--- src/rtl/core_pipe_pkg.sv ---
// Shared pipeline payload types and encodings for the RV32I core.
package core_pipe_pkg;

  localparam int unsigned XLEN   = 32;
  localparam int unsigned REG_AW = 5;

  localparam logic [1:0] RESULTSRC_ALU  = 2'b00;
  localparam logic [1:0] RESULTSRC_LOAD = 2'b01;
  localparam logic [1:0] RESULTSRC_PC4  = 2'b10;
  localparam logic [1:0] RESULTSRC_IMM  = 2'b11;

  typedef struct packed {
    logic       RegWrite;
    logic [1:0] ResultSrc;
    logic       MemWrite;
    logic       Jump;
    logic       Branch;
    logic [3:0] ALUControl;
    logic       ALUSrc;
    logic       SrcAsrc;
    logic [2:0] funct3;
    logic       jumpReg;
  } ctrl_t;

  typedef struct packed {
    logic [XLEN-1:0]   RD1;
    logic [XLEN-1:0]   RD2;
    logic [XLEN-1:0]   PC;
    logic [XLEN-1:0]   ImmExt;
    logic [XLEN-1:0]   PCPlus4;
    logic [REG_AW-1:0] Rs1;
    logic [REG_AW-1:0] Rs2;
    logic [REG_AW-1:0] Rd;
  } data_t;

  localparam ctrl_t BUBBLE_CTRL = '0;

endpackage

--- src/rtl/idex_if.sv ---
// ID/EX bundle carrying registered control and data into the execute stage.
interface idex_if;
  import core_pipe_pkg::*;

  ctrl_t ctrl;
  data_t data;

  modport wr (output ctrl, output data);
  modport rd (input ctrl, input data);
endinterface

--- src/rtl/sat_counter.sv ---
// Up-counter that sticks at its maximum value instead of wrapping.
module sat_counter #(
  parameter int unsigned W = 32
) (
  input  logic         clk,
  input  logic         reset,
  input  logic         inc,
  output logic [W-1:0] count
);

  always_ff @(posedge clk) begin
    if (reset) begin
      count <= '0;
    end else if (inc && (count != {W{1'b1}})) begin
      count <= count + W'(1);
    end
  end

endmodule

--- src/rtl/idex_stage_reg.sv ---
// ID/EX pipeline register with load-use detection, bubble/flush/hold
// handling and saturating stall/flush counters.
module idex_stage_reg
  import core_pipe_pkg::*;
#(
  parameter int unsigned CNT_W          = 32,
  parameter logic [1:0]  LOAD_RESULTSRC = RESULTSRC_LOAD
) (
  input  logic             clk,
  input  logic             reset,
  input  logic             id_valid,
  input  ctrl_t            id_ctrl,
  input  data_t            id_data,
  input  logic             flush_e,
  input  logic             hold_e,
  idex_if.wr               ex,
  output logic             ex_valid,
  output logic             stall_fd,
  output logic [CNT_W-1:0] stall_cnt,
  output logic [CNT_W-1:0] flush_cnt
);

  logic lu;
  logic stall_inc;
  logic flush_inc;

  // Load in EX whose destination is a source of the instruction in ID.
  always_comb begin
    lu = ex_valid
       && (ex.ctrl.ResultSrc == LOAD_RESULTSRC)
       && (ex.data.Rd != '0)
       && id_valid
       && ((ex.data.Rd == id_data.Rs1) || (ex.data.Rd == id_data.Rs2));
  end

  assign stall_fd  = (lu && !flush_e) || hold_e;
  assign stall_inc = !hold_e && !flush_e && lu;
  assign flush_inc = !hold_e && flush_e && id_valid;

  always_ff @(posedge clk) begin
    if (reset) begin
      ex.ctrl  <= BUBBLE_CTRL;
      ex.data  <= '0;
      ex_valid <= 1'b0;
    end else if (!hold_e) begin
      if (flush_e || lu) begin
        ex.ctrl  <= BUBBLE_CTRL;
        ex.data  <= '0;
        ex_valid <= 1'b0;
      end else begin
        // An empty slot never carries side-effect controls.
        ex.ctrl  <= id_valid ? id_ctrl : BUBBLE_CTRL;
        ex.data  <= id_data;
        ex_valid <= id_valid;
      end
    end
  end

  sat_counter #(.W(CNT_W)) u_stall_cnt (
    .clk   (clk),
    .reset (reset),
    .inc   (stall_inc),
    .count (stall_cnt)
  );

  sat_counter #(.W(CNT_W)) u_flush_cnt (
    .clk   (clk),
    .reset (reset),
    .inc   (flush_inc),
    .count (flush_cnt)
  );

endmodule

--- src/flat_wrapper.sv ---
// flat-port wrapper written by rule: the top's interface ports become plain ports
module idex_stage_reg_flat import core_pipe_pkg::*;
#(
  parameter int unsigned CNT_W          = 32,
  parameter logic [1:0]  LOAD_RESULTSRC = RESULTSRC_LOAD
)
  (clk, reset, id_valid, id_ctrl, id_data, flush_e, hold_e, ex_valid, stall_fd, stall_cnt, flush_cnt, ex_ctrl, ex_data);
  idex_if ex_i ();
  input  logic clk;
  input  logic reset;
  input  logic id_valid;
  input  ctrl_t id_ctrl;
  input  data_t id_data;
  input  logic flush_e;
  input  logic hold_e;
  output logic ex_valid;
  output logic stall_fd;
  output logic [CNT_W-1:0] stall_cnt;
  output logic [CNT_W-1:0] flush_cnt;
  output wire logic [$bits(ex_i.ctrl)-1:0] ex_ctrl;
  output wire logic [$bits(ex_i.data)-1:0] ex_data;
  assign ex_ctrl = ex_i.ctrl;
  assign ex_data = ex_i.data;
  idex_stage_reg #(.CNT_W(CNT_W), .LOAD_RESULTSRC(LOAD_RESULTSRC)) u_core (.clk(clk), .reset(reset), .id_valid(id_valid), .id_ctrl(id_ctrl), .id_data(id_data), .flush_e(flush_e), .hold_e(hold_e), .ex(ex_i), .ex_valid(ex_valid), .stall_fd(stall_fd), .stall_cnt(stall_cnt), .flush_cnt(flush_cnt));
endmodule
--- config.mk ---
export PLATFORM = sky130hd
export DESIGN_NAME = idex_stage_reg_flat
export DESIGN_NICKNAME = d
export VERILOG_FILES = /design/src/rtl/core_pipe_pkg.sv /design/src/rtl/idex_if.sv /design/src/rtl/sat_counter.sv /design/src/rtl/idex_stage_reg.sv /design/src/flat_wrapper.sv
export SDC_FILE = /design/constraint.sdc
export NUM_CORES = 1
export LEC_CHECK = 0
export CAP_MARGIN = 20
export CORE_AREA = 2 2 175 177
export CTS_CLUSTER_SIZE = 14
export DETAILED_ROUTE_END_ITERATION = 16
export DIE_AREA = 0 0 177 179
export MAX_ROUTING_LAYER = met4
export PLACE_DENSITY = 0.68
export SLEW_MARGIN = 20
export SYNTH_ARGS = -nofsm -noshare
export SYNTH_HDL_FRONTEND = slang
export SYNTH_SLANG_ARGS = --single-unit
--- constraint.sdc ---
create_clock -name clk -period 2 [get_ports clk]
set_input_delay 0.3 -clock clk [delete_from_list [all_inputs] [get_ports clk]]
set_output_delay 0.3 -clock clk [all_outputs]
set_load 0.05 [all_outputs]
== Word-level counts from Yosys, hierarchy flattened ==
Index checks and enable logic that the tools add are counted.
Widths: inputs -> output; s select.

* Register bits: 256
* Latch bits: 0
* Bits in writable memories: 0
* Bits in read-only memories: 0
* Output and inout port bits: 257
* Word-level logic and storage cells: 49
* Memories: 0

* Add/sub/neg operators: 2
* $mul: 0
* Divide/modulo/power cells: 0
* Magnitude comparators: 0
* Equality and inequality tests: 5
* Shift operators: 0
* Muxes and demuxes: 4
* Bitwise logic cells: 0
* Reductions and logical operators: 17

{| class="wikitable"
|+ Operator list
! kind !! number
|-
| $mux 175 || 1
|-
| $add 32x1->32 const B || 2
|-
| $ne 32x32->1 const B || 2
|-
| $mux 16 || 2
|-
| $logic_and 1x1->1 || 11
|-
| $eq 5x5->1 || 2
|-
| $reduce_bool 5->1 || 1
|-
| $logic_or 1x1->1 || 3
|-
| $eq 2x1->1 const B || 1
|-
| $logic_not 1->1 || 2
|-
| $mux 1 || 1
|}

== Depth between registers and ports, before layout ==
Gate-level depths: netlist of run 1.

* Word-level depth: 7
* Mapped depth: 9
* Depth with buffers taken out: 7

== By module ==
A second synthesis of run 1 with hierarchy kept.

* Cells, all modules: 1316
* Area, all modules: 11317.1 um^2

{| class="wikitable"
|+ By module, submodules not included
! module !! times used !! cells an instance !! area each (um^2)
|-
| idex_stage_reg || 1 || 918 || 7968.9
|-
| sat_counter || 2 || 199 || 1674.1
|}

== Worst setup path before layout of run 1 ==
OpenSTA, ideal clock, no wires.

* Kind: register to output
* Start point: register, netlist name u_core.ex.data[4]
* End point: output stall_fd
* Arrival: 2099 ps
* Path slack: -399 ps
* Cell stages (with the launch flop): 6
* Buffers on the path: 0
* Cell sequence: dfxtp_1 -> xnor2_1 -> nand3_1 -> o22ai_4 -> nand2_1 -> o21bai_1

* Longest elaborated chain between the ends: 6
* Elaborated cells between the ends (all ways): 9

{| class="wikitable"
|+ RTL lines
! item !! line !! source
|-
| $reduce_bool 5->1 || idex_stage_reg.sv:31 || <nowiki>&& (ex.data.Rd != '0)</nowiki>
|-
| $logic_and 1x1->1 || idex_stage_reg.sv:31 ||
|-
| $logic_and 1x1->1 || idex_stage_reg.sv:32 || <nowiki>&& id_valid</nowiki>
|-
| $logic_and 1x1->1 (*) || idex_stage_reg.sv:33 || <nowiki>&& ((ex.data.Rd == id_data.Rs1) || (ex.data.Rd == id_data.Rs2));</nowiki>
|-
| $logic_and 1x1->1 (*) || idex_stage_reg.sv:36 || <nowiki>assign stall_fd = (lu && !flush_e) || hold_e;</nowiki>
|-
| $logic_or 1x1->1 (*) || idex_stage_reg.sv:36 ||
|-
| to (decl) || flat_wrapper.sv:17 || <nowiki>output logic stall_fd;</nowiki>
|}

Mark *: on every way between the ends. The rest lies on a longest branch, timed or not.

== Final worst setup path of run 1 ==
* Start point: register, netlist name u_core.ex.data[2]
* End point: register u_core.u_stall_cnt.count[29]

* Longest elaborated chain between the ends: 6
* Elaborated cells between the ends (all ways): 9

{| class="wikitable"
|+ RTL lines
! item !! line !! source
|-
| $reduce_bool 5->1 || idex_stage_reg.sv:31 ||
|-
| $logic_and 1x1->1 || idex_stage_reg.sv:31 ||
|-
| $logic_and 1x1->1 || idex_stage_reg.sv:32 ||
|-
| $logic_and 1x1->1 (*) || idex_stage_reg.sv:33 ||
|-
| $logic_and 1x1->1 (*) || idex_stage_reg.sv:37 || <nowiki>assign stall_inc = !hold_e && !flush_e && lu;</nowiki>
|-
| $logic_and 1x1->1 (*) || sat_counter.sv:14 || <nowiki>end else if (inc && (count != {W{1'b1}})) begin</nowiki>
|-
| to (signal assigned) || sat_counter.sv:15 || <nowiki>count <= count + W'(1);</nowiki>
|-
| to (decl) || sat_counter.sv:8 || <nowiki>output logic [W-1:0] count</nowiki>
|}

Marks and branches as above.
A chain may end at the register's enable or synchronous reset.

==> impl_metrics.ini, run 1 <==
[logic_synthesis]
synth_fp_nets = 1234
synth-edff-count = 0
ys_types = 50
postSynth.asyncResetShare_pct = 0
ys_warn_count = 0
synth.top_cell.area_share_pct = 53.26
synth_top_area_cell = dfxtp_1
yosys_most_used_dff = dfxtp_1
synth.cell_area_um2 = 9623
seq_area_frac_synth_pct = 53.26
synth_area_leaders = dfxtp_1 (53%), a22oi_1 (14%), nor2_1 (9.2%)
ys_seq_elements = 256
syn_inst = 1036
avgSynthCellArea_um2 = 9.289

[outcome]
status = finished, violations left
violations = negative setup slack

[sta]
skew_ns = 0.009196
min_period_ns = 2.171
setup_viol = 102
finalHoldWorstSlack_ns = 0.2380
max_freq_ghz = 0.4607
worst_slew_pin_slew_ns = 1.207
timing.slew.headroom_pct = 19.55
rsz0062_at_grt = true
final.setup.worst_slack_ns = -0.1706
final.period_utilization_pct = 108.5
final_hold_viol_count = 0
final_max_slew_viol_count = 0

[power_and_ir_drop]
peakVddDrop_mv = 0.6554
leakage_nw = 7.896
power_density_nw_per_um2 = 726.0

[routing]
drtIter0Drc = 507
avgViaCountPerCell = 5.105
drtAntennaViolNets = 0
num_vias = 10130
first_pass_iters = 4
drt-total-wl_um = 41260
post-route-drc-count = 0
wl_per_cell_um = 20.79

[place]
numPortBuffers = 452
dp_hpwl_um = 25620
dp_cells = 1869
place_congestion = 0.8301

[critical_path]
worst_setup_path_start_kind = flip-flop
critical_path.startpoint = u_core.ex.data[2]$_SDFFE_PP0N_
required_ns = 2.47
cp_data_arrival_time_ns = 2.64
reg2reg_depth = 11
crit_type = flip-flop to flip-flop
crit_end = u_core.u_stall_cnt.count[29]$_SDFFE_PP0P_
r2r_end = u_core.u_stall_cnt.count[29]$_SDFFE_PP0P_
r2r_slack_ns = -0.17
reg2reg_from = u_core.ex.data[2]$_SDFFE_PP0N_
cp_max_fo = 5
end_kind = flip-flop

[min_path]
hold_path.startpoint = reset
hold_path.class = primary input to flip-flop

[grt]
overflow = 0
grt_max_degree = 146
grt_antenna_before_repair = 6
grt_util_all_layers_pct = 22.77
grt_pass1_wl_um = 55170
grt_pass1_vias = 9653

[floorplanning]
core_um2 = 30030
initial_core_util_pct = 32.05
dieHeight_um = 179
dieWidth_um = 177
dieArea_um2 = 31680
rows = 64
io_pins = 453

[cells_and_area]
final_cell_mix = nor2_1 (235), dlygate4sd2_1 (215), dfxtp_1 (197), clkdlybuf4s50_1 (193), a22oi_2 (145)
fin_nets = 1759
fillerInstances = 2542
final_common_cell = nor2_1
multi_input_area_um2 = 5228
final_util_pct = 59.74
layout-drive-gt1-share_pct = 29.63
seq_area_um2 = 5239
syn_to_final_growth_pct = 86.43
instances_no_fill = 1985

[clock_tree]
clock_path_buffers = 3
cts.sinks = 256
cts_tree = yes
numCtsBuffers = 29
clk_latency_ns = 0.55
clk_pin_slew_ns = 0.06
cts-htree-levels = 1
root_buffer = clkbuf_16

[run]
drv_cap = 0
[cells in the mapped netlist (2+ instances only)]
library cell  number
dfxtp_1          256
ha_1               2
o31ai_1           13
o21ai_0           16
buf_4              2
xor2_1            26
a211oi_1           2
or2_2              2
nor3_1            10
a32oi_1           16
a21oi_1           28
inv_1             11
and3_1            12
or4_1             13
or3_1             15
nor2b_1            4
a22oi_1          176
and4_1             8
nand2_1           26
buf_1              3
xnor2_1           14
clkbuf_1          56
nand4_1           18
buf_2             20
and2_1             2
nor2_1           235
nand4_2            3
mux2_2             3
nand3_1           22
mux2i_1            2
[metrics by stage]
stage	setup TNS [ns]	cell area, um2	total power (W)	setup slack, ns
3_3_place_gp	-62.72	15050	0.007182	-0.5145
3_5_place_dp	-64.98	15050	0.007196	-0.5008
4_1_cts	-6.929	16440	0.01285	-0.1739
2_1_floorplan	0	9763	0.006327	0.001475
5_1_grt	-22.65	17940	0.01349	-0.2338
6_report	-4.230	17940	0.01303	-0.1706
[cells by family (layout without fill, tap and decap cells)]
logic type,Yosys count,in the layout,share of synthesized area (%)
adders and majority gates,2,2,0.2600
DFF,256,256,53.26
AOI/OAI and AO/OA,258,258,19.57
buffers and inverters,92,639,3.927
muxes,5,5,0.5591
xor gates and xnor gates,40,40,3.641
and+or+nand+nor,383,383,18.79
other,0,6,0
[state kept, by name, summed over array words and instances, names as in the netlist]
name                      count
u_core.ex.data              175
u_core.u_flush_cnt.count     32
u_core.u_stall_cnt.count     32
u_core.ex.ctrl               16
u_core.ex_valid               1
[critical path, cell delays in order (launching register included)]
cell and delay [ns]:
dfxtp_4 0.35, buf_6 0.13, xnor2_2 0.13, nand2_2 0.10, o22ai_4 0.17, buf_6 0.14, buf_6 0.13, buf_6 0.10
nand4_1 0.12, buf_6 0.17, or4_4 0.42, a21oi_2 0.13
[final cells by class]
type                            count  share of cell area, %
Sequential cell                   256                  29.20
Timing Repair Buffer              575                  32.93
Antenna cell                        6                0.08369
Clock inverter                      9                 0.6695
Multi-Input combinational cell    688                  29.14
Inverter                           11                 0.2302
Tap cell                          396                  2.762
Clock buffer                       44                  4.980
[worst min path at each step]
stage	to	slack (ns)	depth (start not counted)
after floorplan	u_core.ex.data[0]$_SDFFE_PP0N_	0.44	2
after global placement	u_core.ex.ctrl[7]$_SDFFE_PP0N_	0.46	2
after detailed placement	u_core.ex.ctrl[5]$_SDFFE_PP0N_	0.47	2
after CTS	u_core.ex.ctrl[5]$_SDFFE_PP0N_	0.23	2
after global routing	u_core.ex.ctrl[12]$_SDFFE_PP0N_	0.26	2
final	u_core.ex.ctrl[5]$_SDFFE_PP0N_	0.24	2
[power by group]
group	internal (W)	switching (W)	total, W
logic	0.000921	0.00117	0.00209
registers	0.00523	0.000101	0.00533
clock network	0.00344	0.00216	0.00561
[per-layer routing]
metal,up-vias,part of all wire (%),wire [um],global-route usage (%)
li1,4800,-,-,-
met1,4916,40,16360,26.92
met2,353,50,20510,36.77
met3,65,8.0,3321,7.125
met4,0,2.6,1064,7.610
met5,-,0,0,-
[what timing repair did]
item / CTS / global route
setup buffers: 24 / 14
setup endpoints to repair: 411 / 262
gates resized for setup: 266 / 256
hold buffers: 0 / 0
cloned: 8 / 17
pin swaps: 22 / 313
Note: power is estimated with default switching activity, not from simulation.
==> inputs of run 2 (changes only) <==
- RECOVER_POWER: default -> 25
- SLEW_MARGIN: 20 -> 30
==> run 2 against run 1 <==
  * The flow still finishes with violations (negative setup slack)
  * Count of clock-buffer cells in the layout stayed put
  * Non-clock buffer count stayed put
  * Total power is 0.21% lower
  * Maximum frequency is 0.16% lower
  * Core utilization is 1.0 points lower
  * Via count is 0.37% higher
  * Clock skew hardly changed
  * Sequential share of layout area is 0.50 points higher
  * First-iteration DRC count is 6.5% higher
  * Die area stayed put
  * Final area is 1.7% lower
  * Register-to-register slack hardly changed
  * Largest cell class unchanged
  * Highest routed layer unchanged
==> impl_metrics.ini, run 2 (synthesized netlist as in run 1, its figures left out) <==
[outcome]
status = finished, violations left
violations = negative setup slack

[routing]
first_pass_iters = 4
num_vias = 10170
avgViaCountPerCell = 5.124
post-route-drc-count = 0
drt-total-wl_um = 41270
wl_per_cell_um = 20.79
drtIter0Drc = 540
drtAntennaViolNets = 0

[cells_and_area]
largestRegisters = u_core.ex.data x175, u_core.u_flush_cnt.count x32, u_core.u_stall_cnt.count x32
final_common_cell = nor2_1
largest_reg_flops = 175
syn_to_final_growth_pct = 83.25
fillerInstances = 2599
final_cell_mix = nor2_1 (235), dlygate4sd2_1 (215), dfxtp_1 (198), clkdlybuf4s50_1 (193), a22oi_2 (145)
fin_nets = 1759
finalInstanceArea_um2 = 17630
largest_register = u_core.ex.data
layout-drive-gt1-share_pct = 28.93

[grt]
grt_pass1_wl_um = 55170
grt_util_all_layers_pct = 22.77
grt_max_degree = 146
overflow = 0
grt_antenna_before_repair = 6
grt_pass1_vias = 9653

[critical_path]
required_ns = 2.47
end_kind = flip-flop
cp_max_fo = 5
worst_setup_path_start_kind = flip-flop
crit_type = flip-flop to flip-flop
cp_data_arrival_time_ns = 2.64

[floorplanning]
dieHeight_um = 179
initial_core_util_pct = 32.05
dieWidth_um = 177
io_pins = 453
dieArea_um2 = 31680
core_um2 = 30030
rows = 64

[sta]
max_freq_ghz = 0.4600
timing.slew.headroom_pct = 17.63
finalHoldWorstSlack_ns = 0.2379
final_max_slew_viol_count = 0
skew_ns = 0.008789
final.period_utilization_pct = 108.7
min_period_ns = 2.174
rsz0062_at_grt = true
final.setup.worst_slack_ns = -0.1741
setup_viol = 112
worst_slew_pin_slew_ns = 1.236
final_hold_viol_count = 0

[clock_tree]
clock_path_buffers = 3
clk_latency_ns = 0.54
cts_tree = yes
cts-hold-fix-buffers = 0
root_buffer = clkbuf_16
cts.sinks = 256
clk_pin_slew_ns = 0.06
numCtsBuffers = 29
cts-htree-levels = 1

[power_and_ir_drop]
peakVddDrop_mv = 0.6577
power_frac_seq_pct = 41.0
leakage_nw = 7.285
comb_power_share_pct = 15.9
swShare_pct = 26.42
power_density_nw_per_um2 = 737.0
internal-power_w = 0.009564
p_switching_w = 0.003434
power_w = 0.01300
clock_power_share_pct = 43.1

[place]
dpl-instance-area_um2 = 15050
place_congestion = 0.8301
numPortBuffers = 452
dp_hpwl_um = 25620

[run]
drv_cap = 0

[min_path]
hold_path.class = primary input to flip-flop
[run 2: per-layer routing]
metal,up-vias,global-route usage (%),part of all wire (%)
li1,4800,-,-
met1,4960,26.92,40
met2,346,36.77,50
met3,66,7.125,8.0
met4,0,7.610,2.5
met5,-,-,0
[run 2: what timing repair did]
item                                    4_1_cts  5_1_grt
endpoints found under the setup margin      411      262
gates cloned                                  8       17
pin swaps                                    22      313
setup buffers                                24       14
gates resized for setup                     266      256
[run 2: path summary, 6_finish.rpt]
| check | to | slack [ns] | from | cells after the start |
|---|---|---|---|---|
| max | u_core.u_stall_cnt.count[29]$_SDFFE_PP0P_ | -0.17 | u_core.ex.data[2]$_SDFFE_PP0N_ | 11 |
| min | u_core.ex.ctrl[5]$_SDFFE_PP0N_ | 0.24 | reset | 2 |
| max reg2reg | u_core.u_stall_cnt.count[29]$_SDFFE_PP0P_ | -0.17 | u_core.ex.data[2]$_SDFFE_PP0N_ | 11 |
| min reg2reg | u_core.ex.ctrl[6]$_SDFFE_PP0N_ | 0.49 | u_core.ex.ctrl[6]$_SDFFE_PP0N_ | 2 |
[run 2: final cells by class]
class                      count  area (um2)  area share, %
multi-input combinational    688        5221          29.61
antenna                        6       15.01        0.08514
timing repair buffer         575        5610          31.81
tap                          396       495.5          2.810
sequential                   256        5238          29.70
clock inverter                 9       120.1         0.6811
inverter                      11       41.29         0.2341
clock buffer                  44       893.4          5.066
[run 2: stage by stage]
| step | setup slack [ns] | cells | TNS (ns) | util, % |
|---|---|---|---|---|
| final | -0.1741 | 1985 | -4.593 | 58.73 |
| after global routing | -0.2338 | 1985 | -22.82 | 58.73 |
| after CTS | -0.1739 | 1952 | -6.929 | 54.74 |
| after detailed placement | -0.5008 | 1869 | -64.98 | 50.12 |
| after global placement | -0.5145 | 1869 | -62.72 | 50.12 |
| after floorplan | 0.001475 | 1036 | 0 | - |
[run 2: worst max-delay path, stage by stage, from the launching register on]
cell	delay (ns)
dfxtp_4	0.35
buf_6	0.12
xnor2_2	0.13
nand2_2	0.10
o22ai_4	0.17
buf_6	0.14
buf_6	0.13
buf_6	0.10
nand4_1	0.13
buf_6	0.17
or4_4	0.42
a21oi_2	0.13
[run 2: power groups by stage]
stage	clock, W	sequential (W)	combinational [W]
finish	0.00560	0.00533	0.00207
detailed placement	0	0.00542	0.00177
global route	0.00595	0.00534	0.00216
global placement	0	0.00542	0.00176
CTS	0.00571	0.00531	0.00183
floorplan	0	0.00591	0.000414
